--- src/rtl/sram_req_arbiter_pkg.sv ---
// sram_arb_pkg: shared types for the sram request arbiter
// Holds the FSM state type, master source ids and the in-flight tag record.
package sram_arb_pkg;
  typedef enum logic [1:0] {IDLE, LOCK_I, LOCK_D} state_e;
  localparam logic SRC_INST = 1'b0;
  localparam logic SRC_DATA = 1'b1;
  typedef struct packed {
    logic        src;
    logic        wr;
    logic [29:0] waddr;
  } tag_t;
endpackage

--- src/rtl/sram_req_arbiter_if.sv ---
// sram_req_arbiter_if: one sram-like request/response bus
// master: drives req/wr/size/addr/wdata, receives rdata/addr_ok/data_ok.
// slave:  the opposite direction.
interface sram_req_arbiter_if;
  logic        req;
  logic        wr;
  logic [1:0]  size;
  logic [31:0] addr;
  logic [31:0] wdata;
  logic [31:0] rdata;
  logic        addr_ok;
  logic        data_ok;
  modport master (output req, wr, size, addr, wdata, input rdata, addr_ok, data_ok);
  modport slave (input req, wr, size, addr, wdata, output rdata, addr_ok, data_ok);
endinterface

--- src/rtl/sram_req_arbiter_tag_fifo.sv ---
// arb_tag_fifo: in-order tag FIFO of accepted-but-unanswered transactions
// Ports: clk, reset (async), push_i/tag_i enqueue, pop_i dequeue head_o,
// ent_o/vld_o expose every slot for the hazard compare, full_o/empty_o/count_o.
module arb_tag_fifo
  import sram_arb_pkg::*;
#(
  parameter int DEPTH = 2
) (
  input  logic                           clk,
  input  logic                           reset,
  input  logic                           push_i,
  input  logic                           pop_i,
  input  tag_t                           tag_i,
  output tag_t                           head_o,
  output tag_t [DEPTH-1:0]               ent_o,
  output logic [DEPTH-1:0]               vld_o,
  output logic                           full_o,
  output logic                           empty_o,
  output logic [$clog2(DEPTH+1)-1:0]     count_o
);
  localparam int PW = DEPTH > 1 ? $clog2(DEPTH) : 1;
  localparam int CW = $clog2(DEPTH+1);
  logic [PW-1:0]    wptr_q, rptr_q;
  logic [DEPTH-1:0] vld_q;
  logic [CW-1:0]    count_q;
  tag_t [DEPTH-1:0] mem_q;
  function automatic logic [PW-1:0] nxt(input logic [PW-1:0] p);
    return (p == PW'(DEPTH-1)) ? '0 : p + 1'b1;
  endfunction
  always_ff @(posedge clk or posedge reset) begin
    if (reset) begin
      wptr_q  <= '0;
      rptr_q  <= '0;
      vld_q   <= '0;
      count_q <= '0;
    end else begin
      if (push_i) wptr_q <= nxt(wptr_q);
      if (pop_i) rptr_q <= nxt(rptr_q);
      vld_q   <= (vld_q & ~(pop_i ? DEPTH'(1) << rptr_q : '0)) | (push_i ? DEPTH'(1) << wptr_q : '0);
      count_q <= count_q + CW'(push_i) - CW'(pop_i);
    end
  end
  always_ff @(posedge clk) begin
    if (push_i) mem_q[wptr_q] <= tag_i;
  end
  assign head_o  = mem_q[rptr_q];
  assign ent_o   = mem_q;
  assign vld_o   = vld_q;
  assign count_o = count_q;
  assign full_o  = count_q == CW'(DEPTH);
  assign empty_o = count_q == '0;
endmodule

--- src/rtl/sram_req_arbiter.sv ---
// sram_req_arbiter: shares one sram slave port between inst (m0) and data (m1) masters
// Ports: clk, reset (async), m0_if/m1_if master-facing buses, s_if bridge-facing bus,
// err_unexp_o sticky flag for a completion arriving with nothing in flight.
module sram_req_arbiter
  import sram_arb_pkg::*;
#(
  parameter int MAX_OUT      = 2,
  parameter int STARVE_LIMIT = 4
) (
  input  logic                     clk,
  input  logic                     reset,
  sram_req_arbiter_if.slave        m0_if,
  sram_req_arbiter_if.slave        m1_if,
  sram_req_arbiter_if.master       s_if,
  output logic                     err_unexp_o
);
  localparam int CW = $clog2(MAX_OUT+1);
  localparam int SW = $clog2(STARVE_LIMIT+1);
  state_e             state_q, state_d;
  logic [SW-1:0]      starve_q, starve_d;
  logic               err_q;
  tag_t [MAX_OUT-1:0] ent;
  logic [MAX_OUT-1:0] ent_v;
  tag_t               head, push_tag;
  logic               full, empty;
  logic [CW-1:0]      count;
  logic               hit, m0_elig, m1_elig, starved, sel_v, sel_src, push, pop;
  always_comb begin
    hit = 1'b0;
    for (int i = 0; i < MAX_OUT; i++)
      hit = hit | (ent_v[i] && ent[i].wr && ent[i].waddr == m1_if.addr[31:2]);
  end
  // a pop in the same cycle does not free a slot for this cycle's pick
  assign m0_elig = m0_if.req && !full;
  assign m1_elig = m1_if.req && (m1_if.wr || !hit) && !full;
  assign starved = starve_q >= SW'(STARVE_LIMIT);
  // LOCK_x pins the mux so a request already shown to the bridge cannot change
  assign sel_src = state_q == LOCK_D || (state_q == IDLE && m1_elig && !(starved && m0_elig));
  assign sel_v   = !reset && (state_q == LOCK_D ? m1_if.req : state_q == LOCK_I ? m0_if.req : m0_elig || m1_elig);
  assign s_if.req   = sel_v;
  assign s_if.wr    = sel_v && (sel_src ? m1_if.wr : m0_if.wr);
  assign s_if.size  = sel_v ? (sel_src ? m1_if.size : m0_if.size) : '0;
  assign s_if.addr  = sel_v ? (sel_src ? m1_if.addr : m0_if.addr) : '0;
  assign s_if.wdata = sel_v ? (sel_src ? m1_if.wdata : m0_if.wdata) : '0;
  assign push = sel_v && s_if.addr_ok;
  assign pop  = !reset && s_if.data_ok && !empty;
  assign push_tag = '{src: sel_src, wr: s_if.wr, waddr: s_if.addr[31:2]};
  assign m0_if.addr_ok = push && sel_src == SRC_INST;
  assign m1_if.addr_ok = push && sel_src == SRC_DATA;
  assign m0_if.data_ok = pop && head.src == SRC_INST;
  assign m1_if.data_ok = pop && head.src == SRC_DATA;
  assign m0_if.rdata   = reset ? '0 : s_if.rdata;
  assign m1_if.rdata   = reset ? '0 : s_if.rdata;
  assign err_unexp_o   = err_q;
  assign state_d  = (sel_v && !s_if.addr_ok) ? (sel_src == SRC_DATA ? LOCK_D : LOCK_I) : IDLE;
  assign starve_d = (!m0_if.req || m0_if.addr_ok) ? '0 :
                    (m1_if.addr_ok && !starved) ? starve_q + 1'b1 : starve_q;
  always_ff @(posedge clk or posedge reset) begin
    if (reset) begin
      state_q  <= IDLE;
      starve_q <= '0;
      err_q    <= 1'b0;
    end else begin
      state_q  <= state_d;
      starve_q <= starve_d;
      err_q    <= err_q | (s_if.data_ok && empty);
    end
  end
  arb_tag_fifo #(.DEPTH(MAX_OUT)) u_fifo (
    .clk     (clk),
    .reset   (reset),
    .push_i  (push),
    .pop_i   (pop),
    .tag_i   (push_tag),
    .head_o  (head),
    .ent_o   (ent),
    .vld_o   (ent_v),
    .full_o  (full),
    .empty_o (empty),
    .count_o (count)
  );
  assert property (@(posedge clk) disable iff (reset) full == (count == CW'(MAX_OUT)));
endmodule

--- src/flat_wrapper.sv ---
// flat-port wrapper written by rule: the top's interface ports become plain ports
module sram_req_arbiter_flat import sram_arb_pkg::*;
#(
  parameter int MAX_OUT      = 2,
  parameter int STARVE_LIMIT = 4
)
  (clk, reset, err_unexp_o, m0_if_req, m0_if_wr, m0_if_size, m0_if_addr, m0_if_wdata, m0_if_rdata, m0_if_addr_ok, m0_if_data_ok, m1_if_req, m1_if_wr, m1_if_size, m1_if_addr, m1_if_wdata, m1_if_rdata, m1_if_addr_ok, m1_if_data_ok, s_if_req, s_if_wr, s_if_size, s_if_addr, s_if_wdata, s_if_rdata, s_if_addr_ok, s_if_data_ok);
  sram_req_arbiter_if m0_if_i ();
  sram_req_arbiter_if m1_if_i ();
  sram_req_arbiter_if s_if_i ();
  input  logic clk;
  input  logic reset;
  output logic err_unexp_o;
  input wire logic [$bits(m0_if_i.req)-1:0] m0_if_req;
  input wire logic [$bits(m0_if_i.wr)-1:0] m0_if_wr;
  input wire logic [$bits(m0_if_i.size)-1:0] m0_if_size;
  input wire logic [$bits(m0_if_i.addr)-1:0] m0_if_addr;
  input wire logic [$bits(m0_if_i.wdata)-1:0] m0_if_wdata;
  output wire logic [$bits(m0_if_i.rdata)-1:0] m0_if_rdata;
  output wire logic [$bits(m0_if_i.addr_ok)-1:0] m0_if_addr_ok;
  output wire logic [$bits(m0_if_i.data_ok)-1:0] m0_if_data_ok;
  input wire logic [$bits(m1_if_i.req)-1:0] m1_if_req;
  input wire logic [$bits(m1_if_i.wr)-1:0] m1_if_wr;
  input wire logic [$bits(m1_if_i.size)-1:0] m1_if_size;
  input wire logic [$bits(m1_if_i.addr)-1:0] m1_if_addr;
  input wire logic [$bits(m1_if_i.wdata)-1:0] m1_if_wdata;
  output wire logic [$bits(m1_if_i.rdata)-1:0] m1_if_rdata;
  output wire logic [$bits(m1_if_i.addr_ok)-1:0] m1_if_addr_ok;
  output wire logic [$bits(m1_if_i.data_ok)-1:0] m1_if_data_ok;
  output wire logic [$bits(s_if_i.req)-1:0] s_if_req;
  output wire logic [$bits(s_if_i.wr)-1:0] s_if_wr;
  output wire logic [$bits(s_if_i.size)-1:0] s_if_size;
  output wire logic [$bits(s_if_i.addr)-1:0] s_if_addr;
  output wire logic [$bits(s_if_i.wdata)-1:0] s_if_wdata;
  input wire logic [$bits(s_if_i.rdata)-1:0] s_if_rdata;
  input wire logic [$bits(s_if_i.addr_ok)-1:0] s_if_addr_ok;
  input wire logic [$bits(s_if_i.data_ok)-1:0] s_if_data_ok;
  assign m0_if_i.req = m0_if_req;
  assign m0_if_i.wr = m0_if_wr;
  assign m0_if_i.size = m0_if_size;
  assign m0_if_i.addr = m0_if_addr;
  assign m0_if_i.wdata = m0_if_wdata;
  assign m0_if_rdata = m0_if_i.rdata;
  assign m0_if_addr_ok = m0_if_i.addr_ok;
  assign m0_if_data_ok = m0_if_i.data_ok;
  assign m1_if_i.req = m1_if_req;
  assign m1_if_i.wr = m1_if_wr;
  assign m1_if_i.size = m1_if_size;
  assign m1_if_i.addr = m1_if_addr;
  assign m1_if_i.wdata = m1_if_wdata;
  assign m1_if_rdata = m1_if_i.rdata;
  assign m1_if_addr_ok = m1_if_i.addr_ok;
  assign m1_if_data_ok = m1_if_i.data_ok;
  assign s_if_req = s_if_i.req;
  assign s_if_wr = s_if_i.wr;
  assign s_if_size = s_if_i.size;
  assign s_if_addr = s_if_i.addr;
  assign s_if_wdata = s_if_i.wdata;
  assign s_if_i.rdata = s_if_rdata;
  assign s_if_i.addr_ok = s_if_addr_ok;
  assign s_if_i.data_ok = s_if_data_ok;
  sram_req_arbiter #(.MAX_OUT(MAX_OUT), .STARVE_LIMIT(STARVE_LIMIT)) u_core (.clk(clk), .reset(reset), .m0_if(m0_if_i), .m1_if(m1_if_i), .s_if(s_if_i), .err_unexp_o(err_unexp_o));
endmodule
--- config.mk ---
export PLATFORM = sky130hd
export DESIGN_NAME = sram_req_arbiter_flat
export DESIGN_NICKNAME = d
export VERILOG_FILES = /design/src/rtl/sram_req_arbiter_pkg.sv /design/src/rtl/sram_req_arbiter_if.sv /design/src/rtl/sram_req_arbiter_tag_fifo.sv /design/src/rtl/sram_req_arbiter.sv /design/src/flat_wrapper.sv
export SDC_FILE = /design/constraint.sdc
export NUM_CORES = 1
export LEC_CHECK = 0
export ABC_AREA = 1
export CAP_MARGIN = 0
export CORE_MARGIN = 2
export CORE_UTILIZATION = 38
export CTS_CLUSTER_DIAMETER = 80
export DETAILED_ROUTE_END_ITERATION = 12
export HOLD_SLACK_MARGIN = 0.1
export PLACE_DENSITY = 0.86
export RECOVER_POWER = 50
export SYNTH_ARGS = -nofsm -noshare
export SYNTH_HDL_FRONTEND = slang
export SYNTH_SLANG_ARGS = --single-unit
--- constraint.sdc ---
create_clock -name clk -period 9.7 [get_ports clk]
set_input_delay 1.94 -clock clk [delete_from_list [all_inputs] [get_ports clk]]
set_output_delay 1.94 -clock clk [all_outputs]
set_load 0.01 [all_outputs]
Word level (Yosys, flattened, before mapping)
Index checks and enable logic that the tools add are counted.
Word-level totals
  bits in registers: 76
  bits of input ports: 172
Cells by class
  add/sub/neg operators: 5
  $lt $le $gt $ge: 4
  equality and inequality tests: 5
  shift-type cells: 2
  mux-type cells: 23
  bitwise gates (word level): 7
  reduce and logical (&&, ||, !) cells: 38
Operators with widths (number)
  $mux 32: 8
  $bwmux 64: 1
  $eq 30x30->1: 2
  $demux 32 s1: 1
  $logic_and 1x1->1: 23
  $mux 2: 6
  $logic_not 1->1: 8
  $mux 3: 2
  $mux 1: 5
  $eq 2x2->1 const B: 2
  $logic_not 2->1: 2
  $logic_or 1x1->1: 4
  $lt 1x2->1 const B: 2
  $shl 1x1->2 const A: 2
  $add 3x1->3 const B: 1
  $ge 3x3->1 const B: 1
  $add 1x1->1 const B: 2
  $add 2x1->2: 1
  $and 2x2->2: 1
  $eq 2x1->1 const B: 1
  $not 1->1: 2
  $not 2->2: 1
  $or 1x1->1: 2
  $or 2x2->2: 1
  other kinds (3): 3

Logic depth before layout (Yosys ltp)
Gate-level depths: netlist (run 1).
  depth after elaboration: 16
  mapped depth: 20
  mapped depth without buffers: 20

Hierarchy
Synthesis (run 1) repeated with hierarchy kept, for this count alone.
Second synthesis, totals
  cell total of the unflattened synthesis: 833
  area, all modules: 5860.6 um2
By module, submodules not included
  sram_req_arbiter: times used 1, cells an instance 631, area each 3195.6 um2, seq. area each 150.1 um2
  arb_tag_fifo: times used 1, cells an instance 202, area each 2665.1 um2, seq. area each 2072.0 um2

Worst setup path before layout (run 1)
No wires, ideal clock.
  path type: input to output
  start: in m1_if_addr[4]
  end: out s_if_addr[10]
  arrival time: 3.333 ns
  slack: 4.427 ns
  stages on the path: 17
  path buffers: 2
  cell sequence: inv_1 -> nand2_1 -> nand2_1 -> nand2_1 -> nor2_1 -> nand3_1 -> nor2_1 -> nand2_1 -> nand2_1 -> nand2_1 -> nand3_2 -> nand2_4 -> inv_2 -> buf_4 -> buf_6 -> nand2_1 -> a21oi_1
Between the ends
  word-level cells in the longest chain between the ends: 12
  elaborated cells between the ends (all ways): 18
RTL lines
  from (decl): RTL line flat_wrapper.sv:25  | input wire logic [$bits(m1_if_i.addr)-1:0] m1_if_addr;
  $eq 30x30->1: RTL line sram_req_arbiter.sv:31  | hit = hit | (ent_v[i] && ent[i].wr && ent[i].waddr == m1_if.addr[31:2]);
  $logic_and 1x1->1: RTL line sram_req_arbiter.sv:31
  $or 1x1->1 *: RTL line sram_req_arbiter.sv:31
  $logic_not 1->1 *: RTL line sram_req_arbiter.sv:35  | assign m1_elig = m1_if.req && (m1_if.wr || !hit) && !full;
  $logic_or 1x1->1 *: RTL line sram_req_arbiter.sv:35
  $logic_and 1x1->1 * (2 in series): RTL line sram_req_arbiter.sv:35
  $logic_or 1x1->1 / $logic_and 1x1->1 (equally long branches): RTL line sram_req_arbiter.sv:39, sram_req_arbiter.sv:38
  $mux 1 / $logic_and 1x1->1 (equally long branches): RTL line sram_req_arbiter.sv:39, sram_req_arbiter.sv:38
  $mux 1 / $logic_or 1x1->1 (equally long branches): RTL line sram_req_arbiter.sv:39, sram_req_arbiter.sv:38
  $logic_and 1x1->1 / $mux 32 (equally long branches): RTL line sram_req_arbiter.sv:39, sram_req_arbiter.sv:43
  $mux 32 *: RTL line sram_req_arbiter.sv:43  | assign s_if.addr = sel_v ? (sel_src ? m1_if.addr : m0_if.addr) : '0;
  to (decl): RTL line flat_wrapper.sv:33  | output wire logic [$bits(s_if_i.addr)-1:0] s_if_addr;
Every way passes the cells marked *; elsewhere a longest branch is shown, timed or not.

Worst setup path in the final report (run 1)
  start: in m1_if_addr[27]
  end: out s_if_addr[12]
Same word-level chain as after synthesis.

==> results.tsv, run 1 <==
metric	value	unit
max-cap viol count	2	
crit share post-route	86.6	%
Final GP Congestion	0.937	
most common cell after layout, fill and taps aside	clkdlybuf4s50_1	
Worst-Skew Late Latency	0.34	ns
Port Buffers	308	
Worst EP arrival	6.46	ns
Top Metal Used	met4	
Post-DRT Antenna Nets	0	
placed insts	1165	
commonest cells after routing, fill and taps aside	299 x clkdlybuf4s50_1, 274 x nand2_1, 118 x inv_1, 71 x a21oi_1, 64 x edfxtp_1	
failing checks	max-capacitance violations, max-slew violations	
RSZ-0062 raised after global routing	false	
Most common cell on crit path	nand2_1	
DR vias/cell	4.74	
Wirelength per Cell	16.2	um
grt total ovfl	0	
Synth Warn #	0	
Metal-1 WL	7100	um
die area	14700	um^2
Initial Util	39.2	%
peak supply drop	120	uV
crit-path max FO	73	
clock sinks	76	
Non-Filler Instances	1182	
Pre-antenna DRT Iters	5	
fin crit period	8.40	ns
largest net degree at the start of global routing	74	
final setup fails	0	
Post-Synthesis Cells	733	
initial drt markers	537	
layout cell share with drive strength beyond 1	2.99	%
PwrDens	169	nW/um^2
Setup crit start kind	input pin	
final setup TNS	0	ns
CTS buffer count	9	
FILL cells	1110	
Slew Viols, Final	66	
Slowest-stage cell, CP	inv_1	
Seq/Total Area, Yosys	42.4	%
met2 WL post-DR	9950	um
routed via count	5607	
Distinct cells, synth	28	
vias in the first global route	5407	
status	finished with violations	
Avg Cell Area, Syn	7.14	um^2
post-synthesis register bit count	76	
Post-Syn Nets	909	
core area	13300	um^2
Routed WL	19100	um
cells along the critical path	dlygate4sd3_1 -> inv_1 -> nand2_1 -> nand2_1 -> inv_1 -> nand2_1 -> nor2_1 -> nand2_1 -> nor2_1 -> nand2_1 -> nand2_1 -> nand2_1 -> nand3_1 -> nand2_4 -> inv_1 -> buf_4 -> nand2_1 -> a21oi_1 -> clkdlybuf4s50_1	
post_cts resized	0	
DR WL met3	1700	um
CTS tree	built	
Cell Rows	42	
LEAKAGE	3.72	nW
Die Y	121	um
Final Skew	0.00994	ns
first-pass GRT wire length	28000	um
worst slew pin tran	2.03	ns
die width	121	um
final hold violation count	0	
maximum clock path buffer count	2	
Area Growth Syn to Fin	61.4	%
GRT Total Usage	25.2	%
Clock transition at path regs	0.06	ns
CP required	7.76	ns
Root Buffer	clkbuf_16	
Hold Buf Count CTS	0	
f_max	119	MHz
HP Class	reg2reg	
max incr delay on CP	0.90	ns
H-tree depth	3	
initial antenna violation count	1	
Detailed Place HPWL	14900	um
fin nets	1176	
Rel. slew slack	-35.4	%
nature of the critical path endpoint	primary output	
Post CTS Setup Buffer Count	0	
design area	8450	um^2
DRC viols	0	
Post-Synthesis Cell Area	5240	um^2
I/O pins	309	
CP Class	in2out	
placed cell area	8200	um^2
[cell usage after synthesis]
library cell  number  area (um^2)
clkbuf_1           8         30.0
inv_2             13         48.8
or2_2              1         6.26
nand4_1            5         31.3
edfxtp_1          64         1920
nand2_1          273         1020
buf_1              2         7.51
ha_1               4         50.1
dfrtp_1           12          300
nand3_1            7         35.0
buf_6              4         45.0
xnor2_1           23          201
a21oi_1           60          300
nor3_1             3         15.0
nand3_2            1         10.0
nand2_2            1         6.26
inv_1            115          432
a21oi_2           10         87.6
o21ai_0            7         35.0
a21boi_0           2         15.0
clkinv_1           2         7.51
nand2_4            1         11.3
nor2_1            64          240
a21o_1             1         7.51
a21oi_4            1         16.3
buf_4             33          248
xor2_1             6         52.6
buf_2             10         50.1
[final cells by class]
| class | instances | area [um^2] | area share, % |
|---|---|---|---|
| timing repair buffer | 313 | 3110 | 36.8 |
| sequential | 76 | 2220 | 26.3 |
| multi-input combinational | 470 | 2090 | 24.8 |
| inverter | 130 | 488 | 5.77 |
| clock buffer | 10 | 229 | 2.71 |
| tap | 176 | 220 | 2.61 |
| clock inverter | 6 | 88.8 | 1.05 |
| antenna | 1 | 2.50 | 0.0296 |
[path summary, 6_finish.rpt]
| check | startpoint | endpoint | slack (ns) | depth (start not counted) |
|---|---|---|---|---|
| hold / removal | u_core.err_unexp_o | u_core.err_unexp_o | 0.45 | 1 |
| setup reg to reg | u_core.u_fifo.ent_o[46] | u_core.u_fifo.ent_o[10] | 5.81 | 16 |
| min in group asynchronous | reset | u_core.u_fifo.rptr_q | 2.92 | 3 |
| max in group asynchronous | reset | u_core.starve_q[2] | 6.42 | 3 |
| hold reg to reg | u_core.err_unexp_o | u_core.err_unexp_o | 0.45 | 1 |
| setup / recovery | m1_if_addr[27] | s_if_addr[12] | 1.30 | 19 |
[report_power, final]
part / switching [W] / internal, W / total (W)
clock network: 0.000131 / 0.000225 / 0.000356
registers: 0.0000243 / 0.000423 / 0.000447
logic: 0.000344 / 0.000278 / 0.000621
total: 0.000499 / 0.000926 / 0.00142
[sequential cells by signal, indices dropped and copies added, names as in the netlist]
signal and count:
u_core.u_fifo.ent_o 64, u_core.starve_q 3, u_core.state_q 2, u_core.u_fifo.count_o 2, u_core.u_fifo.vld_o 2, u_core.err_unexp_o 1, u_core.u_fifo.rptr_q 1, u_core.u_fifo.wptr_q 1
[cell families after synthesis]
family,synth area share (%)
adders and majority gates,0.956
buffers and inverters,16.6
AOI/OAI and AO/OA,8.82
and+or+nand+nor,26.4
DFF,42.4
xor gates and xnor gates,4.85
[per-stage QoR]
step | setup slack [ns] | hold WS, ns | util, % | total power, W
2_1_floorplan | 4.43 | 0.462 | - | 0.000786
3_5_place_dp | 1.79 | 0.446 | 61.4 | 0.00108
4_1_cts | 1.76 | 0.464 | 63.8 | 0.00144
3_3_place_gp | 1.84 | 0.452 | 61.4 | 0.00107
5_1_grt | 0.868 | 0.472 | 63.3 | 0.00150
6_report | 1.30 | 0.452 | 63.3 | 0.00142
[worst max-delay path: cells and delay by family]
kind	cells	cell delay [ns]
and+or+nand+nor	12	1.30
AOI/OAI and AO/OA	1	0.34
buffers and inverters	6	2.84
[routing by layer]
| layer | global-route usage [%] | vias up |
|---|---|---|
| met2 | 46.0 | 289 |
| met3 | 6.20 | 33 |
| met4 | 7.69 | 0 |
| li1 | - | 2731 |
| met1 | 28.8 | 2554 |
| met5 | 0 | - |
Note: power is estimated with default switching activity, not from simulation.
==> inputs of run 2 (changes only) <==
--- a/config.mk
+++ b/config.mk
@@ -5,14 +5,13 @@
 export SDC_FILE = /design/constraint.sdc
 export NUM_CORES = 1
 export LEC_CHECK = 0
-export ABC_AREA = 1
 export CAP_MARGIN = 0
 export CORE_MARGIN = 2
-export CORE_UTILIZATION = 38
+export CORE_UTILIZATION = 35
 export CTS_CLUSTER_DIAMETER = 80
 export DETAILED_ROUTE_END_ITERATION = 12
 export HOLD_SLACK_MARGIN = 0.1
-export PLACE_DENSITY = 0.86
+export PLACE_DENSITY = 0.83
 export RECOVER_POWER = 50
 export SYNTH_ARGS = -nofsm -noshare
 export SYNTH_HDL_FRONTEND = slang
==> run 2 against run 1 <==
Compared with the run above: the run still ends with max-capacitance violations, max-slew violations left; flip-flop and latch count unchanged; die area is 0.39% higher; sequential power about the same; sequential share of layout area grew 1.2 points; synthesized cell count fell by 40%; utilization shrank 3.1 points; largest power group unchanged.
==> results.tsv, run 2 <==
metric	value	unit	change
Setup crit start kind	input pin		
Routed WL	18100	um	-5.2%
Synth top cells by count	76 x nor2_1, 69 x mux2i_1, 64 x edfxtp_1		
worst slew pin tran	2.77	ns	+0.734 ns
RSZ-0062 raised after global routing	false		
largest family of logic cells by synthesized area	simple AND/OR/NAND/NOR gates		
CTS tree	built		
CTS buffer count	9		unchanged
PwrDens	167	nW/um^2	-1.1%
Slowest-stage cell, CP	dlygate4sd3_1		
vias in the first global route	4680		-13%
clock sinks	76		unchanged
Avg Cell Area, Syn	11.0	um^2	+53%
Detailed Place HPWL	14600	um	-2.1%
peak supply drop	93.1	uV	-22%
die area	14800	um^2	+0.39%
ranking of synthesized cells by area	edfxtp_1 40%, mux2i_1 14%, xor2_1 11%		
Most common cell on crit path	nand2_1		
worst slack at placement	2.10	ns	+0.310 ns
sw frac	33.6	%	-1.4 points
final setup TNS	0	ns	unchanged
post-synth top area cell	edfxtp_1		
Worst-Skew Late Latency	0.33	ns	about the same
core area	13400	um^2	+0.39%
grt total ovfl	0		unchanged
Seq/Total Area, Yosys	45.9	%	+3.5 points
status	finished with violations		
Post-Synth XOR/XNOR Area	11.6	%	+6.7 points
initial drt markers	265		-51%
die width	122	um	+0.19%
final setup fails	0		unchanged
Final Worst Setup Slack	1.95	ns	+0.651 ns
Hold Buf Count CTS	0		unchanged
most common cell after layout, fill and taps aside	clkdlybuf4s50_1		
Distinct cells, synth	39		+39%
HP Class	reg2reg		
crit-path max FO	54		-26%
Post CTS Setup Buffer Count	0		unchanged
fin util	60.2	%	-3.1 points
Post-Syn Nets	618		-32%
CP Class	in2out		
Wirelength per Cell	20.2	um	+25%
largest net degree at the start of global routing	55		-26%
Die Y	122	um	+0.19%
Cell Rows	42		unchanged
Int Pwr	0.000893	W	-3.5%
max incr delay on CP	0.61	ns	-0.29 ns
fin crit period	7.75	ns	-0.651 ns
Flop pwr share	33.1	%	+1.7 points
LEAKAGE	3.18	nW	-15%
Initial Util	36.1	%	-3.1 points
Post-Synthesis Cell Area	4840	um^2	-7.5%
Synth Warn #	0		unchanged
DRC viols	0		unchanged
Rel. slew slack	-85.0	%	-50 points
Slew Viols, Final	66		unchanged
max-cap viol count	2		unchanged
Pre-antenna DRT Iters	4		-1
final hold violation count	0		unchanged
Post-Synthesis Cells	442		-40%
first-pass GRT wire length	26200	um	-6.5%
crit share post-route	79.9	%	-6.7 points
post-synthesis mux area share	14.3	%	+14 points
fin nets	888		-24%
max FFs per register	64		unchanged
Main synth FF type	edfxtp_1		
post_cts resized	0		unchanged
fraction of registers with async set/reset	15.8	%	unchanged
Area Growth Syn to Fin	66.6	%	
Logic pwr share	43.2	%	-0.4 points
Final Skew	0.0130	ns	+0.00310 ns
post-synthesis register bit count	76		unchanged
Compound-Gate Fraction of Synth Area	3.23	%	-5.6 points
post-synth top area share	39.7	%	+3.0 points
DR vias/cell	4.90		+3.3%
H-tree depth	3		unchanged
I/O pins	309		unchanged
layout cell share with drive strength beyond 1	3.21	%	+0.22 points
EDFF count, synth	64		unchanged
Clock transition at path regs	0.06	ns	about the same
Port Buffers	308		unchanged
Worst EP arrival	5.81	ns	-0.65 ns
Post-DRT Antenna Nets	0		unchanged
placed cell area	7800	um^2	-4.9%
Min Hold Slack	0.461	ns	+0.00905 ns
post-synthesis simple-gate area fraction	15.2	%	-11 points
design area	8070	um^2	-4.5%
nature of the critical path endpoint	primary output		
Final GP Congestion	0.864		-7.8%
CP required	7.76	ns	about the same
f_max	129	MHz	+8.4%
Post-Synth Adder-Cell Area	1.03	%	+0.078 points
count leader, synth	nor2_1		
routed via count	4406		-21%
failing checks	max-capacitance violations, max-slew violations		
initial antenna violation count	7		+6
GRT Total Usage	23.6	%	-1.6 points
Root Buffer	clkbuf_16		
maximum clock path buffer count	2		unchanged
Clock power frac	23.7	%	-1.3 points
commonest cells after routing, fill and taps aside	304 x clkdlybuf4s50_1, 76 x nor2_1, 69 x mux2i_1, 64 x edfxtp_1, 60 x xor2_1		
Net Sw Power	0.000452	W	-9.3%
cells along the critical path	dlygate4sd3_1 -> xor2_1 -> nor4_1 -> nand4_1 -> o22ai_1 -> nand2_1 -> nand2_1 -> buf_4 -> nor2_1 -> clkdlybuf4s50_1		
[run 2: power by group through the flow]
stage          clock (W)  sequential [W]  combinational [W]
3_3_place_gp           0        0.000447           0.000573
3_5_place_dp           0        0.000451           0.000586
6_report        0.000319        0.000445           0.000582
4_1_cts         0.000321        0.000444           0.000591
5_1_grt         0.000340        0.000449           0.000623
2_1_floorplan          0        0.000443           0.000333
[run 2: critical path: cells and delay by family]
family | cells | cell delay, ns
and+or+nand+nor | 5 | 1.55
xor gates and xnor gates | 1 | 0.19
AOI/OAI and AO/OA | 1 | 0.36
buffers and inverters | 3 | 1.74
[run 2: logic make-up (layout without fill, tap and decap cells)]
logic type,after synthesis,in the layout
simple gates,150,150
other cells,0,6
mux,69,69
fa+ha+maj,4,4
buf+inv,61,336
compound gates,18,18
xor+xnor,64,64
flops,76,76
[run 2: worst paths after layout]
path / from / to / slack [ns] / cells past startpoint
min: u_core.err_unexp_o / u_core.err_unexp_o / 0.46 / 1
max: m1_if_addr[13] / s_if_addr[13] / 1.95 / 10
min reg2reg: u_core.err_unexp_o / u_core.err_unexp_o / 0.46 / 1
max reg2reg: u_core.u_fifo.count_o[0] / u_core.u_fifo.ent_o[55] / 5.37 / 5
max in group asynchronous: reset / u_core.starve_q[1] / 6.44 / 3
min in group asynchronous: reset / u_core.starve_q[0] / 2.90 / 3
[run 2: routing by layer]
metal  GRT usage (%)  vias up  routed length, um
met3            5.34       24               1160
met1            26.1     2135               6630
met4            10.1        0                511
met2            43.2      195               9850
li1                -     2052                  -
met5               0        -                  0
[run 2: layout make-up]
cell class	instances	area, um^2
clock inverter	7	57.6
antenna	6	15.0
multi-input combinational	305	2190
fill	1097	5330
clock buffer	9	225
tap	176	220
inverter	9	33.8
sequential	76	2220
timing repair buffer	311	3100
[run 2: through the flow]
step / total power (W) / instances
after CTS: 0.00136 / 893
after global routing: 0.00141 / 899
final: 0.00135 / 899
after detailed placement: 0.00104 / 877
after floorplan: 0.000776 / 442
after global placement: 0.00102 / 877
==> inputs of run 3 (changes only) <==
==> constraint.sdc (replaced) <==
create_clock -name clk -period 8 [get_ports clk]
set_input_delay 1.6 -clock clk [delete_from_list [all_inputs] [get_ports clk]]
set_output_delay 1.6 -clock clk [all_outputs]
set_load 0.01 [all_outputs]
==> run 3 against run 2 <==
Compared with the run above: the run still ends with max-capacitance violations, max-slew violations left; die area unchanged; hold slack got worse by 0.0058 ns; clock power is 37% higher; clock-buffer cell count is the same; flip-flop and latch count did not move; global-route usage is 1.4 points lower; setup slack worse by 0.89 ns; first-iteration DRC count is 26% lower; highest routed layer unchanged.
==> results.tsv, run 3 (same netlist as run 2, synthesis figures left out) <==
metric	value	unit	change
I/O pins	309		unchanged
f_max	144	MHz	
Final GP Congestion	0.839		-2.9%
Clock transition at path regs	0.06	ns	about the same
RSZ-0062 raised after global routing	false		
die width	122	um	unchanged
fin nets	891		+0.34%
Worst-Skew Late Latency	0.32	ns	about the same
GRT Total Usage	22.2	%	-1.4 points
Cell Rows	42		unchanged
peak supply drop	124	uV	+34%
crit share post-route	86.8	%	
Hold Buf Count CTS	0		unchanged
DR vias/cell	4.87		-0.69%
commonest cells after routing, fill and taps aside	297 x clkdlybuf4s50_1, 76 x nor2_1, 69 x mux2i_1, 64 x edfxtp_1, 60 x xor2_1		
worst slack at placement	1.21	ns	-0.884 ns
CP required	6.40	ns	-1.36 ns
post_cts resized	0		unchanged
Root Buffer	clkbuf_16		
vias in the first global route	4642		-0.81%
PwrDens	208	nW/um^2	+25%
CTS buffer count	9		unchanged
max-cap viol count	2		unchanged
final hold violation count	0		unchanged
LEAKAGE	3.22	nW	+1.4%
worst slew pin tran	2.84	ns	+0.0699 ns
max FFs per register	64		unchanged
Rel. slew slack	-89.7	%	-4.7 points
fin crit period	6.94	ns	
fin util	60.6	%	+0.40 points
core area	13400	um^2	unchanged
FILL cells	1081		-1.5%
Routed WL	17200	um	-5.3%
nature of the critical path endpoint	primary output		
Area Growth Syn to Fin	67.8	%	
register area	2220	um^2	unchanged
CTS tree	built		
Port Buffers	308		unchanged
initial antenna violation count	1		-6
Pwr Total	0.00169	W	+25%
Initial Util	36.1	%	unchanged
routed via count	4366		-0.91%
HP Class	reg2reg		
die area	14800	um^2	unchanged
most common cell after layout, fill and taps aside	clkdlybuf4s50_1		
initial drt markers	196		-26%
DRC viols	0		unchanged
failing checks	max-capacitance violations, max-slew violations		
Worst EP arrival	5.34	ns	-0.47 ns
first-pass GRT wire length	24900	um	-5.1%
Final Skew	0.00811	ns	-0.00493 ns
CP Class	in2out		
Post CTS Setup Buffer Count	0		unchanged
final setup fails	0		unchanged
Die Y	122	um	unchanged
clock sinks	76		unchanged
largest net degree at the start of global routing	55		unchanged
status	finished with violations		
Wirelength per Cell	19.2	um	-5.0%
final setup TNS	0	ns	unchanged
maximum clock path buffer count	2		unchanged
Setup crit start kind	input pin		
Slew Viols, Final	66		unchanged
Pre-antenna DRT Iters	5		+1
area of the multi-input gates	2200	um^2	+0.11%
Final Worst Setup Slack	1.06	ns	-0.889 ns
layout cell share with drive strength beyond 1	3.47	%	+0.26 points
H-tree depth	3		unchanged
grt total ovfl	0		unchanged
Detailed Place HPWL	13700	um	-6.3%
Post-DRT Antenna Nets	0		unchanged
crit-path max FO	54		unchanged
[run 3: cell types whose count changed in the layout (fill, tap and decap cells not counted), sizes merged]
cell	change
inv	-2
diode	-5
bufinv	+2
clkdlybuf4s50	-7
dlygate4sd3	+7
buf	+3
[run 3: per-stage QoR]
stage	hold WS [ns]	cells	cell area [um^2]
2_1_floorplan	0.448	442	4840
3_3_place_gp	0.458	880	7820
3_5_place_dp	0.448	880	7820
4_1_cts	0.463	896	8150
5_1_grt	0.491	897	8120
6_report	0.455	897	8120
[run 3: report_power, final]
group	switching, W	internal (W)	total, W
logic	0.000344	0.000367	0.000711
registers	0.0000310	0.000508	0.000539
clock network	0.000161	0.000275	0.000437
[run 3: per-layer routing]
metal	GRT usage, %	part of all wire (%)	vias to the layer above
met5	0	0	-
met4	5.24	1.3	0
met3	5.24	6.8	16
met2	41.3	55	204
met1	25.6	37	2095
li1	-	-	2051
[run 3: cell type report]
| cell class | instances | share of cell area [%] |
|---|---|---|
| repair buffers | 314 | 38.5 |
| well taps | 176 | 2.71 |
| multi-input cells | 305 | 27.0 |
| diodes | 1 | 0.0308 |
| clock buffers | 9 | 2.77 |
| flip-flops and latches | 76 | 27.4 |
| inverters | 9 | 0.416 |
| clock inverters | 7 | 1.22 |
[run 3: path summary, 6_finish.rpt]
| kind | start | slack [ns] | endpoint | cells past startpoint |
|---|---|---|---|---|
| worst max-delay path | m1_if_addr[13] | 1.06 | s_if_wdata[29] | 10 |
| worst min-delay path | u_core.err_unexp_o | 0.45 | u_core.err_unexp_o | 1 |
| worst max register to register | u_core.u_fifo.count_o[0] | 3.69 | u_core.u_fifo.ent_o[38] | 5 |
| worst min register to register | u_core.err_unexp_o | 0.45 | u_core.err_unexp_o | 1 |
| max in group asynchronous | reset | 5.06 | u_core.u_fifo.wptr_q | 3 |
| min in group asynchronous | reset | 2.58 | u_core.starve_q[0] | 3 |
[run 3: critical path, stage by stage]
cell and delay [ns]:
dlygate4sd3_1 0.61, xor2_1 0.18, nor4_1 0.41, nand4_1 0.17
o22ai_1 0.38, a211o_4 0.81, buf_4 0.33, mux2i_1 0.23
nor2_1 0.06, clkdlybuf4s50_1 0.53
